**src/rtl/mm_to_emib_write_pkg.sv**
```systemverilog
// Shared constants and FSM encoding for the MM-to-EMIB write path.
package mm_to_emib_write_pkg;

  localparam int unsigned RAM_WIDTH = 16;
  localparam int unsigned ADDR_SIZE = 11;

  typedef enum logic [2:0] {
    IDLE       = 3'd0,
    WRITE      = 3'd1,
    WRITE_DONE = 3'd2,
    JUDGE_ERR  = 3'd3,
    WRITE_ERR  = 3'd4
  } emib_wr_state_e;

endpackage

```
**src/rtl/mm_to_emib_write_if.sv**
```systemverilog
// MM write-data stream: valid/data from the MM module, ready back from the writer.
interface mm_to_emib_write_if #(
  parameter int unsigned DATA_W = mm_to_emib_write_pkg::RAM_WIDTH
) ();

  logic              mm_data_vld;
  logic [DATA_W-1:0] mm_data;
  logic              mm_data_rdy;

  modport master (output mm_data_vld, output mm_data, input mm_data_rdy);
  modport slave  (input mm_data_vld, input mm_data, output mm_data_rdy);

endinterface

```
**src/rtl/mm_emib_sync_fifo.sv**
```systemverilog
// Single-clock FIFO with show-ahead read data, flush and occupancy count.
module mm_emib_sync_fifo #(
  parameter int unsigned DATA_W = 16,
  parameter int unsigned DEPTH  = 8,
  localparam int unsigned AW    = $clog2(DEPTH)
) (
  input  logic              i_clk,
  input  logic              i_rst_n,
  input  logic              i_push,
  input  logic              i_pop,
  input  logic              i_flush,
  input  logic [DATA_W-1:0] i_wdata,
  output logic [DATA_W-1:0] o_rdata,
  output logic              o_full,
  output logic              o_empty,
  output logic [AW:0]       o_count
);

  logic [DATA_W-1:0] mem [DEPTH];
  logic [AW:0]       wr_ptr;
  logic [AW:0]       rd_ptr;
  logic              do_push;
  logic              do_pop;

  assign do_push = i_push && !o_full && !i_flush;
  assign do_pop  = i_pop && !o_empty && !i_flush;

  // Pointers carry one extra wrap bit so full and empty are distinguishable.
  always_ff @(posedge i_clk or negedge i_rst_n) begin
    if (!i_rst_n) begin
      wr_ptr <= '0;
      rd_ptr <= '0;
    end else if (i_flush) begin
      wr_ptr <= '0;
      rd_ptr <= '0;
    end else begin
      if (do_push) wr_ptr <= wr_ptr + 1'b1;
      if (do_pop)  rd_ptr <= rd_ptr + 1'b1;
    end
  end

  always_ff @(posedge i_clk) begin
    if (do_push) mem[wr_ptr[AW-1:0]] <= i_wdata;
  end

  assign o_count = wr_ptr - rd_ptr;
  assign o_full  = (o_count == (AW+1)'(DEPTH));
  assign o_empty = (wr_ptr == rd_ptr);
  assign o_rdata = mem[rd_ptr[AW-1:0]];

endmodule

```
**src/rtl/mm_to_emib_write.sv**
```systemverilog
// Buffers an MM write burst and writes it to EMIB RAM at start_addr + n.
// Optional stall timeout enabled by defining MM_TO_EMIB_TIMEOUT_EN.
module mm_to_emib_write
  import mm_to_emib_write_pkg::*;
#(
  parameter int unsigned DATA_W      = RAM_WIDTH,
  parameter int unsigned ADDR_W      = ADDR_SIZE,
  parameter int unsigned FIFO_DEPTH  = 8,
  parameter int unsigned TIMEOUT_CYC = 1024
) (
  input  logic              i_clk,
  input  logic              i_rst_n,
  input  logic              i_wr_req,
  input  logic              i_error,
  input  logic [ADDR_W-1:0] i_mm_data_len,
  input  logic [ADDR_W-1:0] i_base_addr,
  input  logic [ADDR_W-1:0] i_offset_addr,
  mm_to_emib_write_if.slave mm,
  output logic              o_emib_wr_en,
  output logic [ADDR_W-1:0] o_emib_addr,
  output logic [DATA_W-1:0] o_emib_data,
  output logic              o_write_done,
  output logic              o_write_error,
  output logic              o_busy,
  output logic [ADDR_W-1:0] o_wr_count
);

  localparam int unsigned CW = $clog2(FIFO_DEPTH) + 1;

  emib_wr_state_e    state_q, state_n;
  logic [ADDR_W-1:0] len_q, len_n;
  logic [ADDR_W-1:0] start_q, start_n;
  logic [ADDR_W-1:0] acc_q, acc_n;
  logic [ADDR_W-1:0] wr_cnt_n;
  logic [ADDR_W-1:0] addr_n;
  logic [DATA_W-1:0] data_n;
  logic              wr_en_n;
  logic              rdy_q, rdy_n;
  logic              timeout_hit;

  logic              fifo_push, fifo_pop, fifo_flush;
  logic              fifo_full, fifo_empty;
  logic [DATA_W-1:0] fifo_rdata;
  logic [CW-1:0]     fifo_cnt, fifo_cnt_n;

`ifdef MM_TO_EMIB_TIMEOUT_EN
  localparam int unsigned SW = $clog2(TIMEOUT_CYC + 1);
  logic [SW-1:0] stall_q, stall_n;
`endif

  assign mm.mm_data_rdy = rdy_q;

  mm_emib_sync_fifo #(
    .DATA_W (DATA_W),
    .DEPTH  (FIFO_DEPTH)
  ) u_fifo (
    .i_clk   (i_clk),
    .i_rst_n (i_rst_n),
    .i_push  (fifo_push),
    .i_pop   (fifo_pop),
    .i_flush (fifo_flush),
    .i_wdata (mm.mm_data),
    .o_rdata (fifo_rdata),
    .o_full  (fifo_full),
    .o_empty (fifo_empty),
    .o_count (fifo_cnt)
  );

  always_comb begin
    state_n     = state_q;
    len_n       = len_q;
    start_n     = start_q;
    acc_n       = acc_q;
    wr_cnt_n    = o_wr_count;
    wr_en_n     = 1'b0;
    addr_n      = o_emib_addr;
    data_n      = o_emib_data;
    timeout_hit = 1'b0;
`ifdef MM_TO_EMIB_TIMEOUT_EN
    stall_n     = stall_q;
`endif
    fifo_push   = mm.mm_data_vld && rdy_q && !fifo_full;

    unique case (state_q)
      IDLE: begin
        if (i_wr_req) begin
          len_n    = i_mm_data_len;
          start_n  = i_base_addr + i_offset_addr;
          acc_n    = '0;
          wr_cnt_n = '0;
          state_n  = JUDGE_ERR;
        end
      end
      JUDGE_ERR: begin
        if (i_error)            state_n = WRITE_ERR;
        else if (len_q == '0)   state_n = WRITE_DONE;
        else                    state_n = WRITE;
`ifdef MM_TO_EMIB_TIMEOUT_EN
        stall_n = '0;
`endif
      end
      WRITE: begin
        if (o_wr_count == len_q && fifo_empty) state_n = WRITE_DONE;
`ifdef MM_TO_EMIB_TIMEOUT_EN
        if (fifo_push) begin
          stall_n = '0;
        end else if (acc_q < len_q) begin
          if (stall_q == SW'(TIMEOUT_CYC - 1)) begin
            timeout_hit = 1'b1;
            state_n     = WRITE_ERR;
          end else begin
            stall_n = stall_q + 1'b1;
          end
        end
`endif
      end
      WRITE_DONE: state_n = IDLE;
      WRITE_ERR:  state_n = IDLE;
      default:    state_n = IDLE;
    endcase

    // A timeout suppresses the pop so buffered words are discarded, not written.
    fifo_pop   = (state_q == WRITE) && !fifo_empty && !timeout_hit;
    fifo_flush = (state_q == WRITE_ERR);

    if (fifo_push) acc_n = acc_q + 1'b1;
    if (fifo_pop) begin
      wr_en_n  = 1'b1;
      addr_n   = start_q + o_wr_count;
      data_n   = fifo_rdata;
      wr_cnt_n = o_wr_count + 1'b1;
    end

    // Ready is registered from next-cycle occupancy, equivalent to !full in that cycle.
    fifo_cnt_n = fifo_flush ? '0 : fifo_cnt + CW'(fifo_push) - CW'(fifo_pop);
    rdy_n      = (state_n == WRITE) && (fifo_cnt_n != CW'(FIFO_DEPTH)) && (acc_n < len_n);
  end

  always_ff @(posedge i_clk or negedge i_rst_n) begin
    if (!i_rst_n) begin
      state_q       <= IDLE;
      len_q         <= '0;
      start_q       <= '0;
      acc_q         <= '0;
      rdy_q         <= 1'b0;
      o_emib_wr_en  <= 1'b0;
      o_emib_addr   <= '0;
      o_emib_data   <= '0;
      o_write_done  <= 1'b0;
      o_write_error <= 1'b0;
      o_busy        <= 1'b0;
      o_wr_count    <= '0;
`ifdef MM_TO_EMIB_TIMEOUT_EN
      stall_q       <= '0;
`endif
    end else begin
      state_q       <= state_n;
      len_q         <= len_n;
      start_q       <= start_n;
      acc_q         <= acc_n;
      rdy_q         <= rdy_n;
      o_emib_wr_en  <= wr_en_n;
      o_emib_addr   <= addr_n;
      o_emib_data   <= data_n;
      o_write_done  <= (state_n == WRITE_DONE);
      o_write_error <= (state_n == WRITE_ERR);
      o_busy        <= (state_n != IDLE);
      o_wr_count    <= wr_cnt_n;
`ifdef MM_TO_EMIB_TIMEOUT_EN
      stall_q       <= stall_n;
`endif
    end
  end

endmodule
```
**src/flat_wrapper.sv**
```systemverilog
// flat-port wrapper written by rule: the top's interface ports become plain ports
module mm_to_emib_write_flat import mm_to_emib_write_pkg::*;
#(
  parameter int unsigned DATA_W      = RAM_WIDTH,
  parameter int unsigned ADDR_W      = ADDR_SIZE,
  parameter int unsigned FIFO_DEPTH  = 8,
  parameter int unsigned TIMEOUT_CYC = 1024
)
  (i_clk, i_rst_n, i_wr_req, i_error, i_mm_data_len, i_base_addr, i_offset_addr, o_emib_wr_en, o_emib_addr, o_emib_data, o_write_done, o_write_error, o_busy, o_wr_count, mm_mm_data_vld, mm_mm_data, mm_mm_data_rdy);
  mm_to_emib_write_if #(.DATA_W(DATA_W)) mm_i ();
  input  logic i_clk;
  input  logic i_rst_n;
  input  logic i_wr_req;
  input  logic i_error;
  input  logic [ADDR_W-1:0] i_mm_data_len;
  input  logic [ADDR_W-1:0] i_base_addr;
  input  logic [ADDR_W-1:0] i_offset_addr;
  output logic o_emib_wr_en;
  output logic [ADDR_W-1:0] o_emib_addr;
  output logic [DATA_W-1:0] o_emib_data;
  output logic o_write_done;
  output logic o_write_error;
  output logic o_busy;
  output logic [ADDR_W-1:0] o_wr_count;
  input wire logic [$bits(mm_i.mm_data_vld)-1:0] mm_mm_data_vld;
  input wire logic [$bits(mm_i.mm_data)-1:0] mm_mm_data;
  output wire logic [$bits(mm_i.mm_data_rdy)-1:0] mm_mm_data_rdy;
  assign mm_i.mm_data_vld = mm_mm_data_vld;
  assign mm_i.mm_data = mm_mm_data;
  assign mm_mm_data_rdy = mm_i.mm_data_rdy;
  mm_to_emib_write #(.DATA_W(DATA_W), .ADDR_W(ADDR_W), .FIFO_DEPTH(FIFO_DEPTH), .TIMEOUT_CYC(TIMEOUT_CYC)) u_core (.i_clk(i_clk), .i_rst_n(i_rst_n), .i_wr_req(i_wr_req), .i_error(i_error), .i_mm_data_len(i_mm_data_len), .i_base_addr(i_base_addr), .i_offset_addr(i_offset_addr), .mm(mm_i), .o_emib_wr_en(o_emib_wr_en), .o_emib_addr(o_emib_addr), .o_emib_data(o_emib_data), .o_write_done(o_write_done), .o_write_error(o_write_error), .o_busy(o_busy), .o_wr_count(o_wr_count));
endmodule
```
**config.mk**
```make
export PLATFORM = sky130hd
export DESIGN_NAME = mm_to_emib_write_flat
export DESIGN_NICKNAME = d
export VERILOG_FILES = /design/src/rtl/mm_to_emib_write_pkg.sv /design/src/rtl/mm_to_emib_write_if.sv /design/src/rtl/mm_emib_sync_fifo.sv /design/src/rtl/mm_to_emib_write.sv /design/src/flat_wrapper.sv
export SDC_FILE = /design/constraint.sdc
export NUM_CORES = 1
export LEC_CHECK = 0
export BUFFER_PORTS_ARGS = -buffer_cell sky130_fd_sc_hd__clkbuf_2
export CORE_MARGIN = 3
export CORE_UTILIZATION = 55
export DETAILED_ROUTE_END_ITERATION = 7
export PLACE_DENSITY = 0.75
export SYNTH_ARGS = -nofsm -noshare
export SYNTH_HDL_FRONTEND = slang
export SYNTH_HIERARCHICAL = 1
export SYNTH_SLANG_ARGS = --single-unit
```
**constraint.sdc**
```tcl
create_clock -name i_clk -period 7.5 [get_ports i_clk]
set_input_delay 1.875 -clock i_clk [delete_from_list [all_inputs] [get_ports i_clk]]
set_output_delay 1.875 -clock i_clk [all_outputs]
set_load 0.05 [all_outputs]
```
==> impl_metrics.csv <==
group,metric,value,unit
global_routing,grt_pass1_wl,35.11,mm
yosys,async_reset_ff_frac,0.4047,
worst_setup_path,cp.arrival,5.79,ns
worst_setup_path,setup.worst_path.end,"u_core/mm.mm_data_rdy",
yosys,synth_fp_nets,910,
power,pwr-share-seq,0.332,
clocking,cts_made_buffers,23,
outcome,status,"complete, no violations",
timing,final-setup-viol-count,0,
drt,viasPerCell,5.749,
die,rows,48,
timing,worst_slew_pin_slew,0.9946,ns
yosys,yosys-top-cells-area,"edfxtp_1 (38%), dfrtp_1 (22%), mux4_2 (7.2%)",
die,initial_utilization,0.5719,
placed_design,hpwl,14.00,mm
timing,fmax,187.0,MHz
worst_setup_path,r2r_cells,18,
yosys,yosysTopAreaCellShare,0.3819,
yosys,synth.yosys.seq_area_share,0.5983,
timing,fin_skew,0.01577,ns
clocking,clk_pin_slew,0.07,ns
power,swShare,0.3960,
global_routing,antenna_found_initial,1,
worst_setup_path,slowest_delay,0.82,ns
yosys,netlist_area,10060,sq um
cells_and_area,antennaDiodeCount,0,
clocking,cts_htree_levels,1,
drt,wirelength,21.95,mm
timing,fin_crit,5.347,ns
die,dieWidth,141.3,um
global_routing,track_usage,0.2235,
placed_design,io_buffers,96,
global_routing,grt_max_degree,74,
worst_setup_path,critical_path_class,"reg2reg",
cells_and_area,design_area,11740,sq um
yosys,synth_flop_cell,"edfxtp_1",
die,io_pins,97,
worst_setup_path,cp.required,7.95,ns
clocking,postCtsSetupBuffers,0,
timing,hold_viol_final,0,
worst_setup_path,crit_slowest_cell,"dfrtp_1",
clocking,cts_hold_buffers,0,
power,vdd_drop_max,0.2463,mV
yosys,synth_edf_count,128,
power,internal_power,0.003100,W
clocking,cts_root_buf,"clkbuf_16",
cells_and_area,n_fill_cell,1291,
timing,grt_setup_unrepaired,"no",
die,die_h,141.3,um
placed_design,gp_congestion,0.8586,
worst_setup_path,end_kind,"register",
cells_and_area,ff_latch_area,6022,sq um
clocking,cts_resized,0,
yosys,synth_seq_cells,215,
die,die-area,19960,sq um
clocking,cts_sinks,215,
yosys,synth.distinct_cells,62,
global_routing,overflow,0,
drt,drc,0,
drt,via_count,6675,
timing,finalCritPeriodShare,0.7129,
cells_and_area,finish.utilization,0.6671,
worst_setup_path,startpoint_type,"register",
worst_setup_path,path_max_fanout,18,
cells_and_area,area_growth,16.65,%
placed_design,place_area,10870,sq um
drt,wl_per_cell,18.91,um
yosys,synthesis.instances,811,
power,power_frac_clock,0.250,
clocking,ctsLongestPathBuffers,3,
cells_and_area,multiInputGateArea,3836,sq um
global_routing,grt_pass1_vias,6697,
drt,drt-initial-drc-count,453,
worst_setup_path,rr_endpoint,"u_core/mm.mm_data_rdy",
worst_setup_path,cp_cell_sequence,"clkinv_1 > ha_1 > a21oi_1 > a21o_2 > and3_2 > nand3b_1 > clkinv_1 > and3_1 > nand2_1 > nand3_1 > o21ai_0 > ha_1 > a21oi_1 > nor2b_1 > o21ai_0 > nand3_1 > a21oi_1 > o311a_1",
worst_setup_path,reg2reg_from,"u_core/u_fifo/rd_ptr[2]",
power,switching_power,0.002032,W
min_path,hold_depth,2,
yosys,yosysTopAreaCell,"edfxtp_1",
worst_setup_path,ff2ff_setup_slack,2.15,ns
cells_and_area,layout.nets,1018,
worst_setup_path,path_common_cell,"a21oi_1",
min_path,hold_path_class,"reg2reg",
yosys,synth_area_per_cell,12.41,sq um
power,power_density,437.2,nW/um^2
drt,ant_nets,0,
power,p_leak,4.932,nW
clocking,clock_latency,0.52,ns
power,finalPower,0.005132,W
worst_setup_path,startpoint,"u_core/u_fifo/rd_ptr[2]",
timing,tns,0,ns
timing,relSlewSlack,0.3369,
clocking,tritoncts,"built",
yosys,yosys_warnings,6,
drt,dr.pass1.iters,5,
power,p_comb_frac,0.418,
die,core,17600,sq um
run,maxCapViolCount,0,
cells_and_area,final_layout_size_suffix_gt1_frac,0.2137,
timing,finalMaxSlewViolations,0,
==> worst min-delay path by stage <==
stage / from / endpoint
finish: u_core/o_emib_data[15] / u_core/o_emib_data[15]
global route: u_core/start_q[4] / u_core/start_q[4]
CTS: u_core/o_emib_data[15] / u_core/o_emib_data[15]
detailed placement: u_core/o_emib_data[15] / u_core/o_emib_data[15]
global placement: u_core/o_emib_data[15] / u_core/o_emib_data[15]
floorplan: u_core/start_q[0] / u_core/start_q[0]
==> sequential cells by signal (all words and copies together), names as in the netlist <==
name / count
u_core/u_fifo/mem: 128
u_core/o_busy: 1
u_core/u_fifo/rd_ptr: 4
u_core/len_q: 11
u_core/acc_q: 11
u_core/mm.mm_data_rdy: 1
u_core/start_q: 11
u_core/o_write_error: 1
u_core/u_fifo/wr_ptr: 4
u_core/state_q: 3
u_core/o_emib_addr: 11
u_core/o_emib_wr_en: 1
u_core/o_wr_count: 11
u_core/o_write_done: 1
u_core/o_emib_data: 16
==> Yosys cell counts, drive strengths merged, types with 2 or more instances <==
cell type / instances
a211oi: 5
a21boi: 2
a21o: 7
a21oi: 15
a22o: 2
a31oi: 4
and2: 10
and3: 9
buf: 9
clkbuf: 19
clkinv: 2
dfrtp: 87
edfxtp: 128
fa: 4
ha: 41
inv: 35
mux2i: 2
mux4: 32
nand2: 172
nand2b: 4
nand3: 22
nand3b: 4
nand4: 9
nor2: 31
nor2b: 5
nor3: 11
nor4: 10
o211ai: 8
o21a: 10
o21ai: 46
o31a: 2
o31ai: 7
or2: 2
or3: 4
xnor2: 20
xor2: 14
==> final cells by class <==
| type | instances | share of cell area |
|---|---|---|
| clock buffer | 27 | 0.05116 |
| multi-input combinational | 531 | 0.3268 |
| inverter | 37 | 0.01183 |
| timing repair buffer | 111 | 0.05074 |
| clock inverter | 15 | 0.02249 |
| sequential | 215 | 0.5130 |
| tap | 225 | 0.02398 |
==> metal layers <==
layer,GRT usage,vias up,part of all wire
met5,0,-,0.00041
met4,0.06782,2,0.025
met3,0.04078,48,0.065
met2,0.3634,198,0.47
met1,0.3118,3262,0.44
li1,-,3165,-
==> cells in the final DEF, fill, tap and decap left out, types with 6 or more instances in the layout <==
cell type and instances:
nand2_1 172, a21oi_1 15, nor3_1 9, nor2_1 31
ha_1 41, o31ai_1 7, and2_1 9, xnor2_1 20
o21a_1 10, clkbuf_16 23, xor2_1 13, nand3_1 21
o211ai_1 8, bufinv_16 7, nor4_2 7, clkbuf_2 95
a21o_1 6, and3_1 8, nand4_1 9, inv_1 35
o21ai_0 46, buf_4 16, dfrtp_1 86, edfxtp_1 128
mux4_2 32
==> through the flow <==
step | setup WS [ns] | hold slack [ns] | cells
final | 2.153 | 0.4753 | 1161
after global routing | 1.723 | 0.4957 | 1161
after CTS | 2.232 | 0.4776 | 1161
after detailed placement | 2.244 | 0.4631 | 1119
after global placement | 2.349 | 0.4591 | 1119
after floorplan | 2.786 | 0.4498 | 811
==> critical path, delay by kind of cell, from the launching register on <==
| family | cells | cell delay, ns |
|---|---|---|
| AOI/OAI and AO/OA | 7 | 1.38 |
| buffers and inverters | 2 | 1.12 |
| and+or+nand+nor | 7 | 1.07 |
| adders and majority gates | 2 | 0.87 |
| DFF | 1 | 0.82 |
==> power groups by stage <==
stage	combinational [W]	sequential [W]	clock [W]
final	0.00214	0.00171	0.00128
after detailed placement	0.00214	0.00172	0
after CTS	0.00216	0.00170	0.00130
after global routing	0.00236	0.00173	0.00135
after global placement	0.00208	0.00172	0
after floorplan	0.00137	0.00195	0
==> kinds of logic (layout without fill, tap and decap cells) <==
group,Yosys count,after routing,share of synthesized area
muxes,35,35,0.07472
DFF,215,215,0.5983
buffers and inverters,65,190,0.02599
AOI/OAI and AO/OA,119,119,0.07684
and+or+nand+nor,298,298,0.1349
adders and majority gates,45,45,0.05893
xor gates and xnor gates,34,34,0.03034
Power figures use the tool's default switching activity.
